`config.mk`:
```
export PLATFORM = sky130hd
export DESIGN_NAME = pipeline_ctrl
export DESIGN_NICKNAME = d
export VERILOG_FILES = /design/src/rtl/pipeline_ctrl.sv
export SDC_FILE = /design/constraint.sdc
export NUM_CORES = 1
export LEC_CHECK = 0
export CORE_AREA = 10 10 100 102
export CTS_CLUSTER_DIAMETER = 200
export CTS_CLUSTER_SIZE = 40
export DETAILED_ROUTE_END_ITERATION = 8
export DIE_AREA = 0 0 110 112
export PLACE_DENSITY = 0.83
export SLEW_MARGIN = 20
export SYNTH_ARGS = -nofsm -noshare
export SYNTH_HDL_FRONTEND = slang
export SYNTH_SLANG_ARGS = --single-unit
```
`constraint.sdc`:
```
create_clock -name clk -period 6 [get_ports clk]
set_input_delay 0.9 -clock clk [delete_from_list [all_inputs] [get_ports clk]]
set_output_delay 0.9 -clock clk [all_outputs]
set_load 0.01 [all_outputs]
```
`src/rtl/pipeline_ctrl.sv`:
```
// Hazard/stall controller for a 5-stage pipeline: memory and MDU stalls, branch flush,
// load-use interlock, saturating performance counters and a sticky memory-timeout flag.
module pipeline_ctrl #(
    parameter int unsigned MEM_TIMEOUT = 255,
    parameter int unsigned CNT_W       = 32
) (
    input  logic             clk,
    input  logic             reset,
    input  logic [4:0]       id_rs1,
    input  logic [4:0]       id_rs2,
    input  logic [4:0]       ex_rd,
    input  logic             ex_is_load,
    input  logic             ex_branch_taken,
    input  logic             mdu_start,
    input  logic             mdu_done,
    input  logic             mem_req,
    input  logic             mem_ack,
    output logic             pc_en,
    output logic             ifid_en,
    output logic             idex_en,
    output logic             exmem_en,
    output logic             memwb_en,
    output logic             ifid_flush,
    output logic             idex_flush,
    output logic             exmem_flush,
    output logic             memwb_flush,
    output logic [CNT_W-1:0] stall_cycles,
    output logic [CNT_W-1:0] flush_count,
    output logic             err_timeout
);

    typedef enum logic [1:0] {RUN, MEM_WAIT, MDU_WAIT} state_t;

    state_t      state;
    logic [15:0] wait_cnt;
    logic        mem_pend, mdu_pend, lu_hit;
    logic        mem_stall, mdu_stall, br_flush, load_use;

    assign mem_pend = mem_req && !mem_ack;
    assign mdu_pend = mdu_start && !mdu_done;
    assign lu_hit   = ex_is_load && (ex_rd != 5'd0) && ((ex_rd == id_rs1) || (ex_rd == id_rs2));

    // Event decode with RUN priority: memory > MDU > branch > load-use.
    always_comb begin
        mem_stall = 1'b0;
        mdu_stall = 1'b0;
        br_flush  = 1'b0;
        load_use  = 1'b0;
        case (state)
            RUN: begin
                mem_stall = mem_pend;
                mdu_stall = !mem_pend && mdu_pend;
                br_flush  = !mem_pend && !mdu_pend && ex_branch_taken;
                load_use  = !mem_pend && !mdu_pend && !ex_branch_taken && lu_hit;
            end
            MEM_WAIT: mem_stall = !mem_ack;
            MDU_WAIT: mdu_stall = !mdu_done;
            default: ;
        endcase
    end

    always_comb begin
        pc_en       = 1'b1;
        ifid_en     = 1'b1;
        idex_en     = 1'b1;
        exmem_en    = 1'b1;
        memwb_en    = 1'b1;
        ifid_flush  = 1'b0;
        idex_flush  = 1'b0;
        exmem_flush = 1'b0;
        memwb_flush = 1'b0;
        if (!reset) begin
            {pc_en, ifid_en, idex_en, exmem_en, memwb_en} = '0;
        end else if (mem_stall) begin
            {pc_en, ifid_en, idex_en, exmem_en} = '0;
            memwb_flush = 1'b1;
        end else if (mdu_stall) begin
            {pc_en, ifid_en, idex_en} = '0;
            // A pending memory access while the MDU spins freezes EX/MEM instead of bubbling it.
            if (mem_pend) begin
                exmem_en    = 1'b0;
                memwb_flush = 1'b1;
            end else begin
                exmem_flush = 1'b1;
            end
        end else if (br_flush) begin
            ifid_flush = 1'b1;
            idex_flush = 1'b1;
        end else if (load_use) begin
            pc_en      = 1'b0;
            ifid_en    = 1'b0;
            idex_flush = 1'b1;
        end
    end

    always_ff @(posedge clk or negedge reset) begin
        if (!reset) begin
            state        <= RUN;
            wait_cnt     <= '0;
            err_timeout  <= 1'b0;
            stall_cycles <= '0;
            flush_count  <= '0;
        end else begin
            case (state)
                RUN:      if (mem_pend) state <= MEM_WAIT;
                          else if (mdu_pend) state <= MDU_WAIT;
                MEM_WAIT: if (mem_ack) state <= RUN;
                MDU_WAIT: if (mdu_done) state <= RUN;
                default:  state <= RUN;
            endcase

            if (state == MEM_WAIT) begin
                if (wait_cnt != 16'hFFFF) wait_cnt <= wait_cnt + 16'd1;
                if (({1'b0, wait_cnt} + 17'd1) >= 17'(MEM_TIMEOUT)) err_timeout <= 1'b1;
            end else begin
                wait_cnt <= '0;
            end

            if (!pc_en && (stall_cycles != '1)) stall_cycles <= stall_cycles + 1'b1;
            if (br_flush && (flush_count != '1)) flush_count <= flush_count + 1'b1;
        end
    end

endmodule

```
==> impl_metrics.py <==
metrics = {
    "run_status": {
        "status": "complete, no violations",
    },
    "yosys": {
        "avgSynthCellArea_um2": 10.4,
        "synth_edf_count": 0,
        "synth_cell_type_count": 51,
        "synth_ff_type": "dfrtp_1",
        "async_reset_ff_frac": 1.00,
        "synth_fp_nets": 441,
        "synth_cells": 414,
        "syn-cell-area_um2": 4290,
        "seq_area_frac_synth": 0.484,
        "yosys_register_bits": 83,
        "ys.warnings.count": 0,
    },
    "setup_path": {
        "critPathKind": "in2out",
        "critPathBufInv": 2,
        "path_cells": "clkdlybuf4s50_1 -> or4_1 -> o21a_1 -> a41oi_4 -> clkdlybuf4s50_1",
        "cp.arrival_ps": 3150,
        "worstPathRequired_ps": 5100,
        "cp-startpoint": "ex_rd[1]",
        "worstSetupStartpointType": "primary input",
        "worstPathMaxFanout": 7,
        "critPathMaxStageDelay_ps": 640,
        "path_delay_family": "buffers and inverters",
        "worstReg2RegStart": "wait_cnt[0]",
        "cp-end-kind": "output pin",
        "cp_slowest_cell": "clkdlybuf4s50_1",
        "worst_path_most_repeated_cell": "clkdlybuf4s50_1",
    },
    "cts": {
        "clk_pin_slew_ps": 80,
        "cts_tree": "built",
        "numCtsBuffers": 9,
        "clk_latency_ps": 350,
        "h-tree-depth": 3,
        "ctsHoldBuffers": 0,
        "cts_resized": 0,
        "clock_path_buffers": 2,
        "clock-sinks": 83,
        "cts.root.buffer_cell": "clkbuf_8",
        "post-cts-setup-buffers": 0,
    },
    "detailed_routing": {
        "viasPerCell": 5.78,
        "dr.pass1.iters": 4,
        "routedWlPerCell_um": 17.5,
        "drc_errors": 0,
        "vias": 3593,
        "drt-total-wl_um": 10900,
        "ant_nets": 0,
        "drt_iter0_markers": 121,
    },
    "timing": {
        "hold_viol": 0,
        "fmax_mhz": 247,
        "tns_ps": 0,
        "rsz0062_at_grt": "no",
        "setup_viol": 0,
        "final-max-slew-violation-count": 0,
        "setup_ws_ps": 1950,
        "slew_headroom": 0.532,
        "clock_skew_ps": 8.05,
        "min_period_ps": 4050,
        "worst_pin_slew_ps": 696,
        "fin_crit_sh": 0.675,
    },
    "grt": {
        "grt_max_degree": 52,
        "grt_use_total": 0.178,
        "met2_usage": 0.289,
        "grtUsageMet1": 0.217,
        "grt_pass1_wl_um": 17900,
        "met3_usage": 0.0519,
        "grt_pass1_vias": 3655,
        "busiest_layer": "met2",
        "antenna_found_initial": 0,
        "overflow": 0,
    },
    "floorplan": {
        "die_x_um": 110,
        "initial_utilization": 0.533,
        "core_um2": 8050,
        "io_pins": 97,
        "row_count": 33,
        "die_height_um": 112,
        "die-area_um2": 12300,
    },
    "final_layout": {
        "layout-drive-gt1-share": 0.0677,
        "diodes": 0,
        "fin_nets": 542,
        "areaGrowthSynthToFinish_pct": 29.5,
        "final_common_cell": "clkdlybuf4s50_1",
        "layout_common_cells": "95 x clkdlybuf4s50_1, 83 x dfrtp_1, 69 x xnor2_1",
    },
    "power_and_ir_drop": {
        "irDropWorstVdd_v": 0.000189,
        "power.leakage_nw": 2.15,
        "power.density_nw_per_um2": 255,
    },
    "placement": {
        "io_buffers": 96,
        "gp_congestion": 0.945,
        "dp_hpwl_um": 8120,
        "post-place-ws_ps": 1940,
    },
    "flow_run": {
        "max-cap-violations": 0,
    },
    "hold_path": {
        "hp-class": "in2async",
    },
}
state kept, by name, summed over array words and instances, names as in the netlist:
| name | count |
|---|---|
| flush_count | 32 |
| stall_cycles | 32 |
| wait_cnt | 16 |
| state | 2 |
| err_timeout | 1 |
final timing paths:
kind | slack, ps | endpoint | depth (start not counted)
worst min-delay path | 490 | wait_cnt[6] | 1
max in group asynchronous | 4500 | stall_cycles[17] | 2
worst min register to register | 490 | flush_count[4] | 1
worst max register to register | 3580 | err_timeout | 7
worst max-delay path | 1950 | ifid_en | 5
min in group clk | 490 | flush_count[4] | 1
cell families after synthesis:
logic type	Yosys count	synth area share
xor gates and xnor gates	84	0.171
AOI/OAI and AO/OA	36	0.0685
DFF	83	0.484
buffers and inverters	16	0.0192
muxes	3	0.00787
and+or+nand+nor	188	0.237
adders and majority gates	4	0.0117
cells in the mapped netlist (4+ instances only):
| master | n | area, um2 |
|---|---|---|
| nand4_1 | 27 | 169 |
| nor2_1 | 29 | 109 |
| a21oi_1 | 14 | 70.1 |
| nor4_1 | 5 | 31.3 |
| ha_1 | 4 | 50.1 |
| nor3_1 | 11 | 55.1 |
| and3_1 | 12 | 75.1 |
| nand3_1 | 33 | 165 |
| xor2_1 | 15 | 131 |
| and4_1 | 4 | 35.0 |
| a211oi_1 | 4 | 30.0 |
| xnor2_1 | 69 | 604 |
| inv_1 | 9 | 33.8 |
| dfrtp_1 | 83 | 2080 |
| nand2_1 | 42 | 158 |
area by class of cell:
class | count | area, um2
fill | 588 | 2490
multi-input combinational | 315 | 2130
sequential | 83 | 2080
timing repair buffer | 97 | 966
tap | 105 | 131
clock buffer | 10 | 128
clock inverter | 3 | 90.1
inverter | 9 | 33.8
power breakdown:
part	internal (W)	switching (W)	total, W
combinational	0.000156	0.000128	0.000285
clock	0.000270	0.000184	0.000454
sequential	0.000608	0.0000709	0.000679
total	0.00103	0.000384	0.00142
metrics by stage:
stage | hold WS [ps] | instances | cell area, um2 | power, W | utilization
global route | 512 | 622 | 5560 | 0.00149 | 0.690
global placement | 478 | 609 | 5340 | 0.000963 | 0.663
floorplan | 519 | 414 | 4290 | 0.000810 | -
finish | 492 | 622 | 5560 | 0.00142 | 0.690
detailed placement | 484 | 609 | 5340 | 0.000976 | 0.663
CTS | 496 | 622 | 5560 | 0.00143 | 0.690
layer usage:
metal | share of wire | vias to the layer above
li1 | - | 1660
met1 | 0.42 | 1792
met2 | 0.49 | 122
met3 | 0.072 | 19
met4 | 0.017 | 0
met5 | 0 | -
No activity file was read; power rests on OpenSTA's default activity.
